$ cat src/rtl/fft_pkg.sv
// Shared FFT front-end types and widths: sample width, frame size, loader FSM states.
// Also holds the index bit-reversal helper used to reorder a loaded frame.
package fft_pkg;

  localparam int SAMPLE_W = 10;
  localparam int N_PT     = 4;
  localparam int FREQ_W   = 16;
  localparam int IDX_W    = $clog2(N_PT);
  localparam int CNT_W    = $clog2(N_PT + 1);

  typedef enum logic [1:0] {
    IDLE      = 2'd0,
    ISSUE     = 2'd1,
    WAIT_DONE = 2'd2
  } loader_state_t;

  function automatic logic [IDX_W-1:0] bit_rev(input logic [IDX_W-1:0] v);
    logic [IDX_W-1:0] r;
    for (int b = 0; b < IDX_W; b++) begin
      r[b] = v[IDX_W-1-b];
    end
    return r;
  endfunction

endpackage

$ cat src/rtl/fft_frame_loader_if.sv
// Sample stream bundle: valid/data from the producer, ready back from the consumer.
interface fft_frame_loader_if import fft_pkg::*; ();

  logic                s_valid;
  logic [SAMPLE_W-1:0] s_data;
  logic                s_ready;

  modport master (output s_valid, output s_data, input s_ready);
  modport slave  (input s_valid, input s_data, output s_ready);

endinterface

$ cat src/rtl/fft_sample_buf.sv
// Back buffer: one sample per accept edge into slot cnt; ready while cnt < N_PT.
// Once full, ready stays low until clr_i empties it on the copy edge.
module fft_sample_buf import fft_pkg::*; (
  input  logic                          clk_in,
  input  logic                          reset,
  fft_frame_loader_if.slave             s_if,
  input  logic                          clr_i,
  output logic                          full_o,
  output logic [N_PT-1:0][SAMPLE_W-1:0] buf_o
);

  logic [CNT_W-1:0]              cnt_q, cnt_d;
  logic [N_PT-1:0][SAMPLE_W-1:0] buf_q, buf_d;
  logic                          accept;

  assign s_if.s_ready = (cnt_q < CNT_W'(N_PT));
  assign accept       = s_if.s_valid && s_if.s_ready;
  assign full_o       = (cnt_q == CNT_W'(N_PT));
  assign buf_o        = buf_q;

  // clr_i only fires when full, so it never collides with an accept
  always_comb begin
    cnt_d = cnt_q;
    buf_d = buf_q;
    if (clr_i) begin
      cnt_d = '0;
    end else if (accept) begin
      buf_d[cnt_q[IDX_W-1:0]] = s_if.s_data;
      cnt_d                   = cnt_q + CNT_W'(1);
    end
  end

  always_ff @(posedge clk_in) begin
    if (!reset) begin
      cnt_q <= '0;
      buf_q <= '0;
    end else begin
      cnt_q <= cnt_d;
      buf_q <= buf_d;
    end
  end

endmodule

$ cat src/rtl/fft_frame_loader.sv
// Frame loader: copies a full 4-sample back buffer into pt0..pt3 one edge after it fills, pulses new_t, waits for fft_done.
// Upstream is stalled only while the back buffer is full. FFT_LOADER_FRAME_CNT_EN adds an 8-bit frame_cnt output.
module fft_frame_loader import fft_pkg::*; #(
  parameter bit BITREV = 1'b1
) (
  input  logic                clk_in,
  input  logic                reset,
  input  logic                s_valid,
  input  logic [SAMPLE_W-1:0] s_data,
  output logic                s_ready,
  input  logic                fft_done,
  output logic                new_t,
  output logic [SAMPLE_W-1:0] pt0,
  output logic [SAMPLE_W-1:0] pt1,
  output logic [SAMPLE_W-1:0] pt2,
  output logic [SAMPLE_W-1:0] pt3,
  output logic                busy
`ifdef FFT_LOADER_FRAME_CNT_EN
  ,
  output logic [7:0]          frame_cnt
`endif
);

  fft_frame_loader_if buf_if ();

  loader_state_t                 state_q, state_d;
  logic [N_PT-1:0][SAMPLE_W-1:0] pt_q, pt_d;
  logic [N_PT-1:0][SAMPLE_W-1:0] back_buf;
  logic                          full;
  logic                          copy;

  assign buf_if.s_valid = s_valid;
  assign buf_if.s_data  = s_data;
  assign s_ready        = buf_if.s_ready;

  fft_sample_buf u_buf (
    .clk_in (clk_in),
    .reset  (reset),
    .s_if   (buf_if),
    .clr_i  (copy),
    .full_o (full),
    .buf_o  (back_buf)
  );

  // fft_done is only looked at in WAIT_DONE; IDLE and ISSUE ignore it
  always_comb begin
    state_d = state_q;
    copy    = 1'b0;
    case (state_q)
      IDLE: begin
        if (full) begin
          copy    = 1'b1;
          state_d = ISSUE;
        end
      end
      ISSUE:     state_d = WAIT_DONE;
      WAIT_DONE: if (fft_done) state_d = IDLE;
      default:   state_d = IDLE;
    endcase
  end

  always_comb begin
    pt_d = pt_q;
    if (copy) begin
      for (int i = 0; i < N_PT; i++) begin
        pt_d[i] = BITREV ? back_buf[bit_rev(IDX_W'(i))] : back_buf[IDX_W'(i)];
      end
    end
  end

  always_ff @(posedge clk_in) begin
    if (!reset) begin
      state_q <= IDLE;
      pt_q    <= '0;
    end else begin
      state_q <= state_d;
      pt_q    <= pt_d;
    end
  end

  assign new_t = (state_q == ISSUE);
  assign busy  = (state_q != IDLE);
  assign pt0   = pt_q[0];
  assign pt1   = pt_q[1];
  assign pt2   = pt_q[2];
  assign pt3   = pt_q[3];

`ifdef FFT_LOADER_FRAME_CNT_EN
  logic [7:0] frame_cnt_q, frame_cnt_d;

  assign frame_cnt_d = copy ? frame_cnt_q + 8'd1 : frame_cnt_q;

  always_ff @(posedge clk_in) begin
    if (!reset) begin
      frame_cnt_q <= '0;
    end else begin
      frame_cnt_q <= frame_cnt_d;
    end
  end

  assign frame_cnt = frame_cnt_q;
`endif

endmodule

$ cat config.mk
export PLATFORM = sky130hd
export DESIGN_NAME = fft_frame_loader
export DESIGN_NICKNAME = d
export VERILOG_FILES = /design/src/rtl/fft_pkg.sv /design/src/rtl/fft_frame_loader_if.sv /design/src/rtl/fft_sample_buf.sv /design/src/rtl/fft_frame_loader.sv
export SDC_FILE = /design/constraint.sdc
export NUM_CORES = 1
export LEC_CHECK = 0
export CAP_MARGIN = 40
export CORE_ASPECT_RATIO = 1.25
export CORE_UTILIZATION = 51
export DETAILED_ROUTE_END_ITERATION = 8
export PLACE_DENSITY = 0.78
export SYNTH_ARGS = -nofsm -noshare
export SYNTH_HDL_FRONTEND = slang
export SYNTH_SLANG_ARGS = --single-unit
$ cat constraint.sdc
create_clock -name clk_in -period 1.4 [get_ports clk_in]
set_input_delay 0.14 -clock clk_in [delete_from_list [all_inputs] [get_ports clk_in]]
set_output_delay 0.14 -clock clk_in [all_outputs]
set_load 0.005 [all_outputs]
==> results.cfg, run 1 <==
[grt]
grt_pass1_wl_um = 10800
antenna_found_initial = 0
grt_max_degree = 38
grt_usage_pct = 21.6
grt_pass1_vias = 2393
grt_remaining_overflow = 0

[routing]
firstDrtPassIters = 4
drtIter0Drc = 148
viasPerCell = 5.23
wl_per_cell_um = 13.7
drc_errors = 0
drt_wl_total_um = 6740
vias = 2569
drt.antenna.violating_nets = 0

[run]
cap_violations = 0

[setup_path]
reg2reg_from = u_buf.cnt_q[1]
r2r_end = pt1[1]
critPathLaunchType = flip-flop
arrival_ns = 1.22
cpMaxStageDelayCell = clkdlybuf4s50_1
critPathMaxFanout = 2
critPathKind = reg -> out
required_ns = 1.26
crit_path_start = pt1[4]
rrSetupSlack_ns = 0.07
crit_buf_inv = 1
worstPathCellList = clkdlybuf4s50_1
slowest_delay_ns = 0.51
crit_path_end_kind = output pin
rr_worst_depth = 6
cp-endpoint = pt1[4]
path_delay_family = buffers and inverters
cp.depth = 1

[power]
power.internal_w = 0.00346
seqPwrFrac_pct = 55.3
power_frac_clock_pct = 37.4
share_comb_of_total_power_pct = 7.4
ir_worst_vdd_mv = 0.694
power_per_cell_area_mw_per_mm2 = 1120
p_switching_w = 0.00108
swShare_pct = 23.7
power_leakage_nw = 1.41

[place]
pre_cts_slack_ns = 0.0418
place_congestion = 0.729
place_area_mm2 = 0.00379
numPortBuffers = 56
dpl.hpwl_um = 4350

[die]
die_w_um = 72.5
ioPinCount = 57
die_area_mm2 = 0.00653
rows = 31
fp.dieH_um = 90.1
start_util_pct = 53.7
core-area_mm2 = 0.00590

[yosys]
synth_most_common_cell = dfxtp_1
synth.distinct_cells = 20
synth_area_per_cell_um2 = 8.97
synth_edf_count = 0
syn-num-nets = 371
synth-async-reset-ratio_pct = 0
yosys_warnings = 0
synth-seq-cells = 85
yosysTopAreaCellShare_pct = 53.7
synth_flop_cell = dfxtp_1
netlist_top_cells_area = dfxtp_1, nand3_1, nand2_1
yosys-top-cells-count = dfxtp_1, nand3_1, nand2_1, o21ai_0, o21ai_1
yosysTopAreaCell = dfxtp_1
yosysSeqAreaShare_pct = 53.7
postSynthCellCount = 353
syn_area_mm2 = 0.00317

[finish]
area_growth_pct = 28.1
regArea_mm2 = 0.00171
stdcell_area_mm2 = 0.00406
antennaDiodeCount = 0
final_nets = 424
drive_above_1_share_pct = 15.6
fillerInstances = 472
multiInputGateArea_mm2 = 0.00125

[clock_network]
clock_path_buffers = 2
clkTransAtPathRegs_ns = 0.08
clock_sinks = 85
cts_tree = built
cts_max_level = 3
clock_latency_ns = 0.36
postCtsHoldBufs = 0
clockRootBuffer = clkbuf_8
numCtsBuffers = 9

[sta]
skew_ns = 0.00968
period_minus_slack_ns = 1.36
drv_slew = 0
tightest_slew_ns = 0.404
finalHoldViolCount = 0
max_freq_mhz = 738
timing.final.crit_share_pct = 96.9
final.setup.worst_slack_ns = 0.0441
relSlewSlack_pct = 73.0
setup_viol_count_final = 0

[worst_hold_path]
hold_class = in -> reg

[run_status]
status = complete, no violations
## layer usage
metal  track usage, %  part of all wire [%]  vias up  wire (um)
met1             25.2                    44     1168       2960
met3             6.05                   3.8       22        259
li1                 -                     -     1318          -
met5                0                     0        -          0
met2             34.9                    48       61       3220
met4             11.9                   4.4        0        293
## state kept, by name, summed over array words and instances (netlist names)
name         count
state_q          2
u_buf.cnt_q      3
pt2             10
u_buf.buf_o     40
pt0             10
pt1             10
pt3             10
## power by group through the flow
| stage | logic, W | registers (W) | clock network, W |
|---|---|---|---|
| 6_report | 0.000334 | 0.00250 | 0.00169 |
| 5_1_grt | 0.000370 | 0.00251 | 0.00183 |
| 4_1_cts | 0.000315 | 0.00250 | 0.00171 |
| 3_5_place_dp | 0.000313 | 0.00256 | 0 |
| 3_3_place_gp | 0.000303 | 0.00256 | 0 |
| 2_1_floorplan | 0.000200 | 0.00256 | 0 |
## worst min path at each step
stage          depth (start not counted)            start              end  slack, ns
2_1_floorplan                          2        s_data[0]  u_buf.buf_o[30]       0.32
3_3_place_gp                           2  u_buf.buf_o[33]           pt3[3]       0.44
3_5_place_dp                           2  u_buf.buf_o[29]           pt1[9]       0.45
4_1_cts                                3            reset       state_q[1]       0.23
5_1_grt                                3            reset       state_q[1]       0.25
6_report                               3            reset       state_q[0]       0.24
## cell families (layout without fill, tap and decap cells)
group,after synthesis,in the layout,share of synthesized area [%]
adders and majority gates,4,4,1.58
DFF,85,85,53.7
AOI/OAI and AO/OA,82,82,15.2
xor gates and xnor gates,1,1,0.277
muxes,1,1,0.316
and+or+nand+nor,144,144,21.2
buffers and inverters,36,92,7.70
## metrics by stage
stage	utilization (%)	total power (W)	setup TNS, ns	std cells	hold slack (ns)
6_report	68.8	0.00453	0	491	0.236
5_1_grt	68.8	0.00471	-0.00768	491	0.245
4_1_cts	67.6	0.00453	0	488	0.226
3_5_place_dp	64.3	0.00288	0	474	0.451
3_3_place_gp	64.3	0.00286	0	474	0.444
2_1_floorplan	-	0.00276	0	353	0.321
## cells in the final DEF (no fill, tap or decap), types with 4 or more instances in the layout
cell type	count
nand3b_1	4
o21ai_1	23
nor2_1	5
o21ai_0	38
nand2_1	51
buf_12	5
nand3_1	80
clkbuf_8	10
clkdlybuf4s50_1	52
dfxtp_2	5
buf_4	12
o21ai_2	19
dfxtp_1	79
## timing repair
item,in CTS,in global routing
setup buffers,0,1
gates cloned,0,2
pin swaps,0,2
gates resized for setup,8,8
setup endpoints to repair,3,7
## layout make-up
class                   instances  area share, %
flip-flops and latches         85           42.2
multi-input cells             232           30.9
repair buffers                 74           19.4
clock buffers                  10           3.39
well taps                      82           2.53
clock inverters                 4           1.23
inverters                       4          0.370
Power figures use the tool's default switching activity.
==> run 2: changes to the inputs <==
SETUP_SLACK_MARGIN = 0.5   (was not set)
==> run 2 against run 1 <==
  * Hold slack better by 0.053 ns
  * Worst setup slack worse by 0.029 ns
  * Die area unchanged
  * Power down 0.58%
  * Clock power down 12%
  * Count of clock-buffer cells in the layout down 1
  * First-iteration DRC count up 27%
  * Global-route usage up 3.3 points
  * Sequential share of layout area down 7.4 points
  * Critical path depth up 6
  * Sequential power about the same
  * Non-clock buffer count up 58
==> results.cfg, run 2 (same netlist as run 1, synthesis figures left out) <==
[setup_path]
arrival_ns = 1.65
critPathMaxFanout = 5
required_ns = 1.67
crit_path_start = u_buf.cnt_q[0]
rrSetupSlack_ns = 0.01
critPathLaunchType = flip-flop
cp-endpoint = u_buf.buf_o[21]
rr_worst_depth = 7
crit_path_end_kind = flip-flop
critPathKind = reg -> reg
reg2reg_from = u_buf.cnt_q[0]
r2r_end = u_buf.buf_o[21]

[die]
core-area_mm2 = 0.00590
ioPinCount = 57
rows = 31
die_w_um = 72.5
start_util_pct = 53.7
die_area_mm2 = 0.00653
fp.dieH_um = 90.1

[sta]
relSlewSlack_pct = 71.8
setup_viol_count_final = 0
skew_ns = 0.0121
timing.final.crit_share_pct = 98.9
setup_tns_ns = 0
tightest_slew_ns = 0.424
period_minus_slack_ns = 1.39
max_freq_mhz = 722
finalHoldViolCount = 0
drv_slew = 0
rsz0062_at_grt = yes

[clock_network]
clockRootBuffer = clkbuf_8
clock_latency_ns = 0.35
clock_path_buffers = 2
cts_max_level = 3
clock_sinks = 85
cts_tree = built
postCtsHoldBufs = 0
numCtsBuffers = 9
clkTransAtPathRegs_ns = 0.09

[routing]
viasPerCell = 5.59
met1_length_um = 3790
firstDrtPassIters = 4
drc_errors = 0
met2WireLength_um = 5230
wl_met3_um = 656
drtIter0Drc = 188
highest_layer = met4
vias = 3068
wl_per_cell_um = 18.4
drt.antenna.violating_nets = 0
drt_wl_total_um = 10100

[place]
dpl.hpwl_um = 4280
place_congestion = 0.706
numPortBuffers = 56
place_area_mm2 = 0.00401

[power]
power_per_cell_area_mw_per_mm2 = 888
ir_worst_vdd_mv = 0.784
power_leakage_nw = 1.93
power.total_w = 0.00451

[worst_hold_path]
hold_class = in -> reg

[finish]
fin_util_pct = 86.1
antennaDiodeCount = 0
final_nets = 482
largest_register_ff_count = 40
area_growth_pct = 60.2
stdcell_area_mm2 = 0.00507
final_cell_mix = nand3_2, nand2_1, buf_4
drive_above_1_share_pct = 61.2
layout_commonest_cell = nand3_2

[run_status]
status = complete, no violations

[grt]
antenna_found_initial = 0
grt_max_degree = 53
grt_remaining_overflow = 0
grt_pass1_vias = 2611
grt_pass1_wl_um = 12600
grt_usage_pct = 24.9

[run]
cap_violations = 0
-- run 2: cell types whose count changed in the layout (fill, tap and decap cells not counted), moves of 3 or more --
cell	previous run	this run
buf_6	0	29
o21ai_1	23	39
buf_2	0	28
nand3_4	0	12
dfxtp_2	5	42
dfxtp_1	79	40
nand3_1	80	14
o21ai_2	19	30
buf_4	12	48
clkdlybuf4s50_1	52	12
buf_12	5	8
buf_16	0	4
nand3_2	0	54
o21ai_0	38	11
-- run 2: worst min-delay path by stage --
stage                    startpoint               to  slack [ns]  depth (start not counted)
floorplan                 s_data[9]  u_buf.buf_o[19]        0.32                          2
global placement    u_buf.buf_o[33]           pt3[3]        0.44                          2
detailed placement  u_buf.buf_o[33]           pt3[3]        0.44                          2
CTS                           reset           pt0[5]        0.28                          4
global route                  reset           pt0[5]        0.30                          4
finish                        reset           pt3[4]        0.29                          4
-- run 2: where the power goes --
group          switching, W  total [W]  internal [W]  leakage (nW)
logic              0.000297   0.000502      0.000205          1.15
clock network      0.000868    0.00148      0.000616        0.0767
registers         0.0000480    0.00252       0.00247         0.711
total               0.00121    0.00451       0.00329          1.93
-- run 2: per-stage QoR --
stage               cells  hold slack, ns  setup WS, ns
finish                549           0.289        0.0148
global route          549           0.301      -0.00310
CTS                   536           0.276         0.151
detailed placement    472           0.443        0.0581
global placement      472           0.440         0.118
floorplan             353           0.321         0.260
-- run 2: final cells by class --
| cell class | count | area [um2] |
|---|---|---|
| Clock buffer | 9 | 124 |
| Clock inverter | 5 | 30.0 |
| Fill cell | 304 | 822 |
| Inverter | 4 | 17.5 |
| Multi-Input combinational cell | 232 | 1740 |
| Sequential cell | 85 | 1770 |
| Tap cell | 82 | 103 |
| Timing Repair Buffer | 132 | 1290 |
-- run 2: critical path: stages (launching register included) --
cell and delay [ns]:
dfxtp_4 0.38, inv_4 0.04, buf_6 0.11, ha_4 0.15, nand3b_1 0.23, buf_6 0.19, nand3_2 0.10, o21ai_1 0.12
-- run 2: timing repair --
item | in CTS | in global routing
endpoints found under the hold margin | 0 | 0
gates resized for setup | 249 | 89
setup endpoints to repair | 127 | 127
cloned | 4 | 9
setup buffers | 46 | 4
pin swaps | 2 | 10
-- run 2: metal layers --
metal  GRT usage [%]  vias up
met3            3.81       34
met4            11.6        0
met1            31.5     1452
met2            40.9      145
li1                -     1437
met5               0        -
